==> config.mk <==
export PLATFORM = sky130hd
export DESIGN_NAME = if_fetch
export DESIGN_NICKNAME = d
export VERILOG_FILES = /design/src/rtl/if_fetch_pkg.sv /design/src/rtl/if_bht.sv /design/src/rtl/if_fetch.sv
export SDC_FILE = /design/constraint.sdc
export NUM_CORES = 1
export LEC_CHECK = 0
export ABC_AREA = 1
export CORE_MARGIN = 3
export CORE_UTILIZATION = 56
export DETAILED_ROUTE_END_ITERATION = 8
export HOLD_SLACK_MARGIN = 0.12
export PLACE_DENSITY = 0.83
export SYNTH_ARGS = -nofsm -noshare
export SYNTH_HDL_FRONTEND = slang
export SYNTH_SLANG_ARGS = --single-unit
==> constraint.sdc <==
create_clock -name clk -period 5.3 [get_ports clk]
set_input_delay 1.06 -clock clk [delete_from_list [all_inputs] [get_ports clk]]
set_output_delay 1.06 -clock clk [all_outputs]
set_load 0.01 [all_outputs]
==> src/rtl/if_fetch_pkg.sv <==
// Shared types and constants for the instruction-fetch stage.
package if_fetch_pkg;

  // Bus widths for instruction addresses, instruction words and BHT index.
  localparam int INST_ADDR_W = 32;
  localparam int INST_W      = 32;
  localparam int BR_INDEX_W  = 6;

  // Major opcode of conditional branches.
  localparam logic [6:0] OPC_BRANCH = 7'b1100011;

  // Counters come out of reset weakly not-taken.
  localparam logic [1:0] BHT_CNT_RESET = 2'b01;

  // Fetch sequencer: one state per byte of the word, then the output slot.
  typedef enum logic [2:0] {
    ST_IDLE = 3'd0,
    ST_B0   = 3'd1,
    ST_B1   = 3'd2,
    ST_B2   = 3'd3,
    ST_B3   = 3'd4,
    ST_OUT  = 3'd5
  } fetch_state_e;

  // Sign-extended B-type immediate; takes inst[31:25] and inst[11:7].
  function automatic logic [INST_ADDR_W-1:0] branch_offset(input logic [6:0] hi,
                                                           input logic [4:0] lo);
    return {{19{hi[6]}}, hi[6], lo[0], hi[5:0], lo[4:1], 1'b0};
  endfunction

endpackage

==> src/rtl/if_bht.sv <==
// Branch history table: array of 2-bit saturating counters with one
// combinational lookup port and one update port. A lookup in the same cycle
// as an update of the same entry returns the pre-update value.
module if_bht
  import if_fetch_pkg::*;
#(
  parameter int IDX_W = BR_INDEX_W
) (
  input  logic             clk,
  input  logic             rst_n,
  input  logic [IDX_W-1:0] rd_index_i,
  output logic             rd_taken_o,
  input  logic             upd_en_i,
  input  logic [IDX_W-1:0] upd_index_i,
  input  logic             upd_taken_i
);

  localparam int ENTRIES = 1 << IDX_W;

  logic [1:0] cnt_q [ENTRIES];
  logic [1:0] cnt_cur;
  logic [1:0] cnt_d;

  assign rd_taken_o = cnt_q[rd_index_i][1];
  assign cnt_cur    = cnt_q[upd_index_i];

  // Saturating increment on taken, decrement on not-taken.
  always_comb begin
    cnt_d = cnt_cur;
    if (upd_taken_i) begin
      if (cnt_cur != 2'b11) cnt_d = cnt_cur + 2'b01;
    end else begin
      if (cnt_cur != 2'b00) cnt_d = cnt_cur - 2'b01;
    end
  end

  // Counter storage: reset all entries, then write back the updated entry.
  always_ff @(posedge clk or negedge rst_n) begin
    if (!rst_n) begin
      for (int i = 0; i < ENTRIES; i++) cnt_q[i] <= BHT_CNT_RESET;
    end else if (upd_en_i) begin
      cnt_q[upd_index_i] <= cnt_d;
    end
  end

endmodule

==> src/rtl/if_fetch.sv <==
// Instruction-fetch stage: assembles each 32-bit word from four little-endian
// byte reads, presents it to decode with pc, BHT index and prediction, holds
// it under stall and restarts on redirect.
// Optional macro IF_BHT_EN enables the branch history table and prediction;
// without it prd_jmp_o is 0 and fetch always proceeds sequentially.
module if_fetch
  import if_fetch_pkg::*;
#(
  parameter int          BHT_IDX_W = BR_INDEX_W,
  parameter logic [31:0] RESET_PC  = 32'h0
) (
  input  logic                 clk,
  input  logic                 rst_n,
  input  logic                 stall_i,
  input  logic                 redirect_i,
  input  logic [31:0]          redirect_pc_i,
  input  logic                 upd_en_i,
  input  logic [BHT_IDX_W-1:0] upd_index_i,
  input  logic                 upd_taken_i,
  output logic                 mem_req_o,
  output logic [31:0]          mem_addr_o,
  input  logic                 mem_valid_i,
  input  logic [7:0]           mem_data_i,
  output logic                 valid_o,
  output logic [31:0]          pc_o,
  output logic [31:0]          inst_o,
  output logic [BHT_IDX_W-1:0] br_index_o,
  output logic                 prd_jmp_o
);

  fetch_state_e state_q, state_d;

  logic [INST_ADDR_W-1:0] pc_q, pc_d;          // address of the word being fetched
  logic [23:0]            inst_q, inst_d;      // bytes 0..2; byte 3 goes straight out
  logic                   valid_q, valid_d;
  logic [INST_ADDR_W-1:0] out_pc_q, out_pc_d;
  logic [INST_W-1:0]      out_inst_q, out_inst_d;
  logic [BHT_IDX_W-1:0]   out_idx_q, out_idx_d;
  logic                   out_prd_q, out_prd_d;

  logic [BHT_IDX_W-1:0]   fetch_idx;
  logic                   predict_taken;
  logic [INST_ADDR_W-1:0] seq_pc;
  logic [INST_ADDR_W-1:0] next_pc;

  assign fetch_idx = pc_q[BHT_IDX_W+1:2];
  assign seq_pc    = out_pc_q + 32'd4;

`ifdef IF_BHT_EN
  logic bht_taken;

  if_bht #(
    .IDX_W (BHT_IDX_W)
  ) u_bht (
    .clk         (clk),
    .rst_n       (rst_n),
    .rd_index_i  (fetch_idx),
    .rd_taken_o  (bht_taken),
    .upd_en_i    (upd_en_i),
    .upd_index_i (upd_index_i),
    .upd_taken_i (upd_taken_i)
  );

  // Opcode sits in byte 0, already captured by the time byte 3 arrives.
  assign predict_taken = (inst_q[6:0] == OPC_BRANCH) && bht_taken;
  assign next_pc = out_prd_q
                 ? out_pc_q + branch_offset(out_inst_q[31:25], out_inst_q[11:7])
                 : seq_pc;
`else
  logic unused_upd;

  assign unused_upd    = ^{upd_en_i, upd_index_i, upd_taken_i, out_prd_q};
  assign predict_taken = 1'b0;
  assign next_pc       = seq_pc;
`endif

  // Next-state logic: redirect wins over everything, then per-state byte collection.
  always_comb begin
    state_d    = state_q;
    pc_d       = pc_q;
    inst_d     = inst_q;
    valid_d    = valid_q;
    out_pc_d   = out_pc_q;
    out_inst_d = out_inst_q;
    out_idx_d  = out_idx_q;
    out_prd_d  = out_prd_q;
    if (redirect_i) begin
      state_d = ST_B0;
      pc_d    = redirect_pc_i;
      inst_d  = '0;
      valid_d = 1'b0;
    end else begin
      case (state_q)
        ST_IDLE: state_d = ST_B0;
        ST_B0: if (mem_valid_i) begin
          inst_d[7:0] = mem_data_i;
          state_d     = ST_B1;
        end
        ST_B1: if (mem_valid_i) begin
          inst_d[15:8] = mem_data_i;
          state_d      = ST_B2;
        end
        ST_B2: if (mem_valid_i) begin
          inst_d[23:16] = mem_data_i;
          state_d       = ST_B3;
        end
        ST_B3: if (mem_valid_i) begin
          state_d    = ST_OUT;
          valid_d    = 1'b1;
          out_pc_d   = pc_q;
          out_inst_d = {mem_data_i, inst_q};
          out_idx_d  = fetch_idx;
          out_prd_d  = predict_taken;
        end
        ST_OUT: if (!stall_i) begin
          state_d = ST_B0;
          valid_d = 1'b0;
          pc_d    = next_pc;
        end
        default: state_d = ST_IDLE;
      endcase
    end
  end

  // State and datapath registers.
  always_ff @(posedge clk or negedge rst_n) begin
    if (!rst_n) begin
      state_q    <= ST_IDLE;
      pc_q       <= RESET_PC;
      inst_q     <= '0;
      valid_q    <= 1'b0;
      out_pc_q   <= '0;
      out_inst_q <= '0;
      out_idx_q  <= '0;
      out_prd_q  <= 1'b0;
    end else begin
      state_q    <= state_d;
      pc_q       <= pc_d;
      inst_q     <= inst_d;
      valid_q    <= valid_d;
      out_pc_q   <= out_pc_d;
      out_inst_q <= out_inst_d;
      out_idx_q  <= out_idx_d;
      out_prd_q  <= out_prd_d;
    end
  end

  // Memory request decoded from the byte states; silent in IDLE and OUT.
  always_comb begin
    mem_req_o  = 1'b0;
    mem_addr_o = '0;
    case (state_q)
      ST_B0: begin mem_req_o = 1'b1; mem_addr_o = pc_q;          end
      ST_B1: begin mem_req_o = 1'b1; mem_addr_o = pc_q + 32'd1;  end
      ST_B2: begin mem_req_o = 1'b1; mem_addr_o = pc_q + 32'd2;  end
      ST_B3: begin mem_req_o = 1'b1; mem_addr_o = pc_q + 32'd3;  end
      default: ;
    endcase
  end

  assign valid_o    = valid_q;
  assign pc_o       = out_pc_q;
  assign inst_o     = out_inst_q;
  assign br_index_o = out_idx_q;
  assign prd_jmp_o  = out_prd_q;

endmodule
==> Word level (Yosys, flattened, before mapping) <==
Index checks and enable logic that the tools add are counted.
{ "totals": {"register_bits": 130, "latchBits": 0, "ramBits": 0, "romBits": 0, "input_bits": 53, "word_cells": 61, "memories": 0} }
{ "classes": {"n_addsub": 4, "mul": 0, "div": 0, "magnitude_cmp": 0, "eq_ne": 11, "shifts": 0, "mux": 21, "bitwise_logic": 1, "n_reduce_logical": 15} }
{ "ops": {"columns": ["cell", "count"], "rows": [
  ["32-bit case mux with 4 select lines", 1],
  ["32-bit two-way mux", 3],
  ["32-bit by 2-bit adder with 32-bit output, second input constant", 2],
  ["32-bit by 1-bit adder with 32-bit output, second input constant", 1],
  ["32-bit by 3-bit adder with 32-bit output, second input constant", 1],
  ["8-bit two-way mux", 4],
  ["24-bit two-way mux", 1],
  ["3-bit two-way mux", 6],
  ["3-bit case mux with 6 select lines", 1],
  ["3-bit inequality test, second input constant", 5],
  ["2-bit nonzero test", 5],
  ["2-bit AND reduction", 4],
  ["3-bit by 2-bit equality test with 1-bit output, second input constant", 2],
  ["3-bit equality test, second input constant", 2],
  ["3-bit AND reduction", 2],
  ["5-bit AND reduction", 1],
  ["1-bit two-way mux", 4],
  ["4-bit OR reduction", 1],
  ["3-bit by 1-bit equality test with 1-bit output, second input constant", 1],
  ["3-bit zero test", 1],
  ["3-bit nonzero test", 1],
  ["2-bit by 1-bit inequality test with 1-bit output, second input constant", 1],
  ["1-bit case mux with 2 select lines", 1],
  ["1-bit NOT", 1]
]} }

==> Longest topological paths before layout <==
Gate-level depths: netlist of run 1.
{ "logic_depth": {"word_depth": 4, "mapped_depth": 15, "depth_no_buf": 15} }

==> Worst setup path before layout of run 1 <==
OpenSTA, ideal clock, no wires.
{ "synth_path": {"kind": "register -> output", "startpoint": "register state_q[1]", "endpoint": "output mem_addr_o[20]", "arrival_ns": 1.700, "path_slack_ns": 2.540, "stages_incl_launch_ff": 15, "path_buffers": 0, "cell_sequence": "dfrtp_1 inv_2 nand2_2 nor2_4 nand2_2 nand2_1 inv_1 ha_1 inv_1 nand2_4 nand2_1 nor2_1 nand3_1 nand2_1 o21ai_1"} }
{ "synth_via": {"elab_chain_cells": 2, "elab_cells_between_ends": 5} }
{ "synth_rtl": {"columns": ["element", "line", "source"], "rows": [
  ["start, declared", "if_fetch.sv:31", "fetch_state_e state_q, state_d;"],
  ["start signal, assigned", "if_fetch.sv:137", "state_q <= state_d;"],
  ["3-bit equality test, or another cell as far along", "if_fetch.sv:152", "case (state_q)"],
  ["32-bit case mux with 4 select lines *", "if_fetch.sv:152", null],
  ["end, declared", "if_fetch.sv:21", "output logic [31:0] mem_addr_o,"]
]} }
Every way passes the cells marked *; elsewhere a longest branch is shown, timed or not.

==> Worst setup path in the final report of run 1 <==
Same ends and word-level chain as after synthesis.

==> impl_metrics.toml, run 1 <==
[outcome]
outcome = "complete, no violations"

[detailed_routing]
dr.pass1.iters = 6
drtAntennaViolNets = 0
routed-via-count = 8573
drt_iter0_drc = 974
drc = 0
vias_per_cell = 5.91
wire_per_inst_um = 19.4
drt-total-wl_um = 28200

[clock_tree]
cts_tree = "yes"
post-cts-setup-buffers = 0
cts_resized = 0
clk_pin_slew_ns = 0.06
hold_buffers = 0
h-tree-depth = 4
cts_buffers = 17
clk_path_buf_depth = 2
cts.sinks = 124
insertion_delay_ns = 0.42
cts-root-buf = "clkbuf_16"

[job]
drv_cap = 0

[worst_setup_path]
cpMaxStageDelayCell = "dfrtp_1"
worstPathCellList = "inv_2 -> nand2_2 -> nor2_4 -> nand2_2 -> nand2_1 -> inv_1 -> ha_1 -> inv_1 -> nand2_4 -> nand2_1 -> nor2_1 -> a21oi_1 -> o21ai_1 -> clkdlybuf4s50_1"
critPathArrivalTime_ns = 3.33
critPathCaptureType = "primary output"
crit_required_ns = 4.24
path_class = "reg -> out"
cpPeakStageDelay_ns = 0.78
cp-start-kind = "flip-flop"
crit_path_max_fanout = 14

[synthesis]
avgSynthCellArea_um2 = 6.86
synth_async_sr_flop_share_pct = 100
yosysTopAreaCellShare_pct = 39.8
syn_area_um2 = 7790
yosys_warnings = 0
syn_nets = 1192
synth.ff_latch_count = 124
synth.most_common_cell = "nand2_1"
synth_fa_ha_area_share_pct = 0.482
synth_common_cells = "nand2_1, o21ai_0, dfrtp_1"
ys_types = 40
synth-compound-area-share_pct = 14.7
synth_cells = 1136
synth_xor_xnor_area_share_pct = 1.01
yosysSeqAreaShare_pct = 39.8
synth_enable_flop_cells = 0
synth_mux_area_share_pct = 0
synth.area.top_cells = "dfrtp_1, nand2_1, o21ai_0, nand3_1, inv_1"
synth_top_family_by_area = "simple AND/OR/NAND/NOR gates"
synth_largest_area_cell = "dfrtp_1"
synth-main-ff-cell = "dfrtp_1"
yosys.area_share.simple_pct = 34.2

[worst_hold_path]
min_path_type = "reg -> reg"

[placement]
dp_slack_ns = 1.44
port_buffers = 148
gp_congestion = 0.992
dp_hpwl_um = 20300

[floorplan]
die_x_um = 124
top_level_ports = 158
row_count = 42
core_area_um2 = 13400
initial_core_util_pct = 58.1
die_h_um = 124
die-area_um2 = 15400

[timing]
rsz0062_at_grt = "false"
max_freq_ghz = 0.228
fin_crit_sh_pct = 82.9
fin_ws_ns = 0.906
fin_crit_ns = 4.39
timing.final.max_slew_violations = 0
tightest_slew_ns = 1.16
finalSetupTns_ns = 0
finalHoldViolCount = 0
finalSetupViolCount = 0
finClkSkew_ns = 0.00619
slew_headroom_pct = 22.5

[global_route]
track_usage_pct = 37.5
grt_pass1_wl_um = 43300
grt_max_degree = 95
antenna_found_initial = 0
first_global_vias = 7985
grt-ovfl-total = 0

[finish]
utilization_pct = 73.9
diodes = 0
area_growth_pct = 27.1
drive_gt1_share_pct = 7.14
finish.net_count = 1318

[pwr]
leakagePower_uw = 0.00428
total_power_uw = 4980
peakVddDrop_v = 0.000389
power-per-cell-area_nw_per_um2 = 503
==> where the power goes <==
| group | internal, uW | switching, uW |
|---|---|---|
| clock | 711 | 488 |
| combinational | 959 | 1130 |
| sequential | 1250 | 444 |
==> cell families (layout without fill, tap and decap cells) <==
kind of cell	count (synthesis)	after routing
other	1	1
xor gates and xnor gates	9	9
and+or+nand+nor	606	606
buffers and inverters	182	321
adders and majority gates	3	3
AOI/OAI and AO/OA	211	211
DFF	124	124
==> per-stage QoR <==
stage          instance area, um^2  hold WS [ns]  cells
5_1_grt                       9900         0.512   1451
6_report                      9900         0.487   1451
4_1_cts                       9900         0.489   1451
3_3_place_gp                  9300         0.466   1419
2_1_floorplan                 7790         0.483   1136
3_5_place_dp                  9300         0.473   1419
==> layer usage <==
layer,part of all wire [%],wire [um],global-route usage (%),vias to the layer above
li1,-,-,-,3953
met5,0,0,0,-
met4,4.7,1340,15.4,0
met2,47,13300,60.9,535
met1,38,10700,48.1,3977
met3,10,2870,9.54,108
==> final cells by class <==
| class | count | area, um^2 |
|---|---|---|
| clock buffers | 17 | 425 |
| multi-input cells | 830 | 3930 |
| inverters | 133 | 499 |
| flip-flops and latches | 124 | 3100 |
| fillers | 1039 | 3500 |
| well taps | 176 | 220 |
| clock inverters | 15 | 176 |
| repair buffers | 156 | 1540 |
==> worst max-delay path: cells and delay by family, from the launching register on <==
kind / cells / cell delay, ns
adder cells (fa/ha/maj): 1 / 0.13
flip-flops: 1 / 0.78
buffers and inverters: 4 / 0.79
AO/OA/AOI/OAI: 2 / 0.27
AND/OR/NAND/NOR: 7 / 0.94
==> worst paths after layout <==
kind | from | end | slack (ns) | cells past startpoint
max in group asynchronous | rst_n | inst_o[1] | 3.71 | 2
min | inst_o[20] | inst_o[20] | 0.49 | 2
min reg2reg | inst_o[20] | inst_o[20] | 0.49 | 2
max | state_q[1] | mem_addr_o[20] | 0.91 | 14
max reg2reg | state_q[1] | pc_o[28] | 2.64 | 6
min in group asynchronous | rst_n | pc_o[24] | 0.65 | 1
==> layout by cell type, fill, tap and decap left out, drive strengths merged <==
cell,n
or2,1
nand3b,8
clkbuf,17
clkinv,4
nand3,113
conb,1
xnor2,1
buf,9
nand2,317
o221ai,1
nor3,16
o22ai,8
clkdlybuf4s50,147
clkinvlp,1
a31oi,6
dfrtp,124
ha,3
o32ai,1
nand4,20
a22oi,3
inv,141
o211ai,7
o41ai,1
nor3b,1
bufinv,2
a21oi,20
o21ai,163
o211a,1
xor2,8
nor2,130
==> flip-flops by register name (all words and copies together) (netlist names) <==
name,cells
inst_q,24
inst_o,32
valid_o,1
state_q,3
pc_o,32
pc_q,32
(Power assumes the default switching activity.)
==> run 2: changes to the inputs <==
CORE_UTILIZATION = 47   (was 56)
PLACE_DENSITY = 0.74   (was 0.83)
clock period = 4 ns   (was 5.3 ns; I/O delays follow)
==> run 2 against run 1 <==
Against the previous run:
- global-route usage down 7.6 points
- non-clock buffer count is 4 higher
- worst hold slack got worse by 0.036 ns
- wire length shrank 4.9%
- sequential power is 30% higher
- power up 31%
- flip-flop and latch count stayed put
- register-to-register slack lost 1.0 ns
- clock power up 29%
- first-iteration DRC count fell by 8.7%
- combinational power increased by 33%
- critical path depth is 5 lower
==> impl_metrics.toml, run 2 (synthesis results as in run 1) <==
[clock_tree]
cts-root-buf = "clkbuf_16"
hold_buffers = 0
post-cts-setup-buffers = 0
cts_tree = "yes"
cts_resized = 0
cts_buffers = 17
clk_pin_slew_ns = 0.06
cts.sinks = 124
insertion_delay_ns = 0.42
h-tree-depth = 4
clk_path_buf_depth = 2

[timing]
finalSetupViolCount = 0
finClkSkew_ns = 0.00891
finalSetupTns_ns = 0
fin_crit_ns = 3.74
fin_crit_sh_pct = 93.5
holdWs_ns = 0.451
timing.final.max_slew_violations = 0
tightest_slew_ns = 0.775
finalHoldViolCount = 0
rsz0062_at_grt = "false"
max_freq_ghz = 0.267
slew_headroom_pct = 48.4

[finish]
final_cell_mix = "nand2_1, o21ai_0, clkdlybuf4s50_1, dfrtp_1, inv_1"
drive_gt1_share_pct = 7.43
area_growth_pct = 28.4
utilization_pct = 62.2
final_cells = 1495
finish.net_count = 1322
final_area_um2 = 10000
diodes = 0
layout_commonest_cell = "nand2_1"

[detailed_routing]
dr.pass1.iters = 5
drt-total-wl_um = 26800
vias_per_cell = 5.51
drt_iter0_drc = 889
routed-via-count = 8231
drtAntennaViolNets = 0
drc = 0
wire_per_inst_um = 17.9

[worst_setup_path]
crit_required_ns = 3.20
worstPathCellList = "inv_1 -> nor3_1 -> nand2_1 -> nor2_1 -> nand2_1 -> nand2_1 -> nand3_1 -> o211ai_1 -> clkdlybuf4s50_1"
path_common_cell = "nand2_1"
cpMaxStageDelayCell = "clkdlybuf4s50_1"
cpPeakStageDelay_ns = 0.58
crit_path_max_fanout = 6
critPathCaptureType = "primary output"
cp-start-kind = "flip-flop"
path_class = "reg -> out"
critPathArrivalTime_ns = 2.94

[job]
drv_cap = 0

[floorplan]
die_x_um = 135
initial_core_util_pct = 48.5
die-area_um2 = 18100
row_count = 46
die_h_um = 135
core_area_um2 = 16100
top_level_ports = 158

[placement]
port_buffers = 148
dp.cells = 1463
gp_congestion = 0.975
dp_hpwl_um = 20300
placedInstanceArea_um2 = 9400

[pwr]
leakagePower_uw = 0.00430
power-per-cell-area_nw_per_um2 = 652
peakVddDrop_v = 0.000401

[global_route]
grt_pass1_wl_um = 41800
grt-ovfl-total = 0
grt_max_degree = 129
first_global_vias = 7518
track_usage_pct = 29.9
antenna_found_initial = 0

[outcome]
outcome = "complete, no violations"

[worst_hold_path]
min_path_type = "in -> async"
==> run 2: changes by cell type in the layout (fill, tap and decap cells not counted) <==
| cell | change |
|---|---|
| buf_12 | +2 |
| buf_4 | +2 |
| bufinv_16 | -1 |
| clkinv_2 | -1 |
| clkinv_4 | -1 |
| clkinv_8 | +1 |
| clkinvlp_4 | +1 |
| inv_6 | -1 |
| inv_8 | +2 |
==> run 2: power by group <==
part           switching (uW)  internal, uW  total, uW
registers                 539          1660       2200
logic                    1480          1290       2770
clock network             659           890       1550
==> run 2: metrics by stage <==
| step | setup slack, ns | power (uW) |
|---|---|---|
| after CTS | 0.306 | 6530 |
| final | 0.260 | 6510 |
| after global placement | 0.808 | 4920 |
| after global routing | 0.0720 | 6890 |
| after detailed placement | 0.770 | 4960 |
| after floorplan | 1.50 | 3440 |
==> run 2: final cells by class <==
cell class	instances	area, um^2
Clock buffer	17	425
Clock inverter	15	170
Fill cell	1454	6060
Inverter	133	499
Multi-Input combinational cell	830	3930
Sequential cell	124	3100
Tap cell	216	270
Timing Repair Buffer	160	1590
==> run 2: metal layers <==
layer,global-route usage [%],part of all wire [%],vias up
met5,0,0,-
met1,41.3,43,3806
li1,-,-,3965
met2,46.5,46,389
met4,12.9,3.9,0
met3,5.22,7.6,71
==> run 2: path summary, 6_finish.rpt <==
kind / start / end / slack, ns / cells past startpoint
max: pc_q[14] / mem_addr_o[22] / 0.26 / 9
max reg2reg: pc_o[2] / pc_q[16] / 1.60 / 8
min in group clk: inst_o[23] / inst_o[23] / 0.48 / 2
min reg2reg: inst_o[23] / inst_o[23] / 0.48 / 2
min: rst_n / pc_o[21] / 0.45 / 1
max in group asynchronous: rst_n / inst_o[18] / 2.77 / 2
==> run 2: critical path: cells and delay by family, from the launching register on <==
family	cells	cell delay, ns
AOI/OAI and AO/OA	1	0.12
buffers and inverters	2	0.78
DFF	1	0.49
and+or+nand+nor	6	1.13
==> run 3: changes to the inputs <==
SETUP_SLACK_MARGIN = 0.4   (was default)
==> run 3 against run 2 <==
Against the previous run:
- utilization increased by 0.61 points
- clock-buffer cell count unchanged
- clock power about the same
- via count increased by 0.60%
- global-route usage increased by 0.050 points
- die area unchanged
- largest power group unchanged
- sequential power about the same
- setup slack improved by 0.18 ns
- fmax increased by 5.1%
- combinational power about the same
==> impl_metrics.toml, run 3 (synthesis results as in run 1) <==
[worst_setup_path]
crit_required_ns = 3.20
critPathCaptureType = "primary output"
path_class = "reg -> out"
cp-start-kind = "flip-flop"
crit_path_max_fanout = 6
crit_start = "pc_q[14]"
critPathArrivalTime_ns = 2.76
r2r_start = "pc_o[2]"

[placement]
dp_hpwl_um = 20300
gp_congestion = 0.975
port_buffers = 148

[global_route]
grt-ovfl-total = 0
first_global_vias = 7526
track_usage_pct = 29.9
grt_pass1_wl_um = 41800
grt_max_degree = 129
antenna_found_initial = 0

[timing]
finalHoldViolCount = 0
fin_crit_sh_pct = 89.0
finalSetupTns_ns = 0
finClkSkew_ns = 0.0103
finalSetupViolCount = 0
max_freq_ghz = 0.281
holdWs_ns = 0.453
slew_headroom_pct = 47.8
tightest_slew_ns = 0.783
rsz0062_at_grt = "true"
timing.final.max_slew_violations = 0
fin_crit_ns = 3.56

[worst_hold_path]
min_path_type = "in -> async"

[pwr]
total_power_uw = 6510
power.share.switching_pct = 41.2
power-per-cell-area_nw_per_um2 = 645
clkPwrFrac_pct = 23.8
comb_power_share_pct = 42.5
intPower_uw = 3830
leakagePower_uw = 0.00443
peakVddDrop_v = 0.000401
pwr-share-seq_pct = 33.7
switchingPower_uw = 2680

[detailed_routing]
drt_iter0_drc = 830
top_layer_used = "met4"
wire_per_inst_um = 18.0
wl_met3_um = 2230
vias_per_cell = 5.53
drtAntennaViolNets = 0
routed-via-count = 8280
drc = 0
drt-met1-wl_um = 11300
dr.pass1.iters = 7
drt-total-wl_um = 26900
wl_met2_um = 12400

[floorplan]
die_x_um = 135
die-area_um2 = 18100
core_area_um2 = 16100
top_level_ports = 158
die_h_um = 135
row_count = 46
initial_core_util_pct = 48.5

[finish]
n_fill_cell = 1454
finish.net_count = 1325
diodes = 0
final_cell_mix = "nand2_1, o21ai_0, clkdlybuf4s50_1, inv_1, dfrtp_1"
drive_gt1_share_pct = 9.05
layout_commonest_cell = "nand2_1"
area_growth_pct = 29.6

[clock_tree]
clk_pin_slew_ns = 0.06
h-tree-depth = 4
cts.sinks = 124
insertion_delay_ns = 0.42
cts-root-buf = "clkbuf_16"
clk_path_buf_depth = 2
cts_tree = "yes"
cts_buffers = 17

[outcome]
outcome = "complete, no violations"

[job]
drv_cap = 0
[run 3: cell count changes in the layout (fill, tap and decap cells not counted), moves of 2 or more]
cell	change
clkdlybuf4s50_1	-11
dlymetal6s2s_1	+8
nor2_1	-7
o21ai_0	-7
o21ai_1	+7
dfrtp_1	-6
dfrtp_2	+6
nor2_2	+4
dlygate4sd2_1	+3
nor2_4	+3
buf_4	+2
nand2_1	-2
nand2_2	+2
[run 3: path summary, 6_finish.rpt]
| check | end | slack (ns) | cells past startpoint |
|---|---|---|---|
| max | mem_addr_o[30] | 0.44 | 9 |
| min | pc_o[21] | 0.45 | 1 |
| max reg2reg | pc_q[16] | 1.57 | 8 |
| min reg2reg | inst_o[23] | 0.48 | 2 |
| max in group asynchronous | inst_o[18] | 2.76 | 2 |
| min in group clk | inst_o[23] | 0.48 | 2 |
[run 3: per-stage QoR]
stage | std cells | setup WS, ns | instance area [um^2] | util, %
floorplan | 1136 | 1.50 | 7790 | -
global placement | 1463 | 0.808 | 9400 | 58.5
detailed placement | 1463 | 0.770 | 9400 | 58.5
CTS | 1495 | 0.374 | 10000 | 62.3
global route | 1498 | 0.242 | 10100 | 62.9
finish | 1498 | 0.442 | 10100 | 62.9
[run 3: cell type report]
class	count	area, um^2	area share (%)
inverters	133	499	4.95
flip-flops and latches	124	3110	30.8
multi-input cells	830	3980	39.4
clock inverters	15	170	1.69
repair buffers	163	1640	16.2
well taps	216	270	2.68
clock buffers	17	425	4.21
[run 3: repair_timing]
| item | CTS | global route |
|---|---|---|
| setup endpoints to repair | 10 | 21 |
| hold buffers | 0 | 0 |
| resized for setup | 9 | 31 |
| hold endpoints to repair | 0 | 0 |
| pin swaps | 0 | 3 |
| buffers inserted | 0 | 3 |
[run 3: power by group through the flow]
stage | Combinational (uW) | Sequential (uW) | Clock, uW
2_1_floorplan | 1300 | 2140 | 0
3_3_place_gp | 2730 | 2190 | 0
3_5_place_dp | 2760 | 2190 | 0
4_1_cts | 2770 | 2180 | 1560
5_1_grt | 3020 | 2250 | 1620
6_report | 2770 | 2200 | 1550
[run 3: metal layers]
metal  vias up  GRT usage [%]
met5         -              0
met4         0           12.9
met3        75           5.22
met2       394           46.6
met1      3844           41.4
li1       3967              -
[run 3: critical path: stages, from the launching register on]
cell             delay, ns
dfrtp_1               0.50
inv_1                 0.21
nor3_2                0.33
nand2_1               0.22
nor3_4                0.21
nand2_1               0.07
nand2_1               0.06
nand3_1               0.07
nand3_1               0.13
clkdlybuf4s50_1       0.55
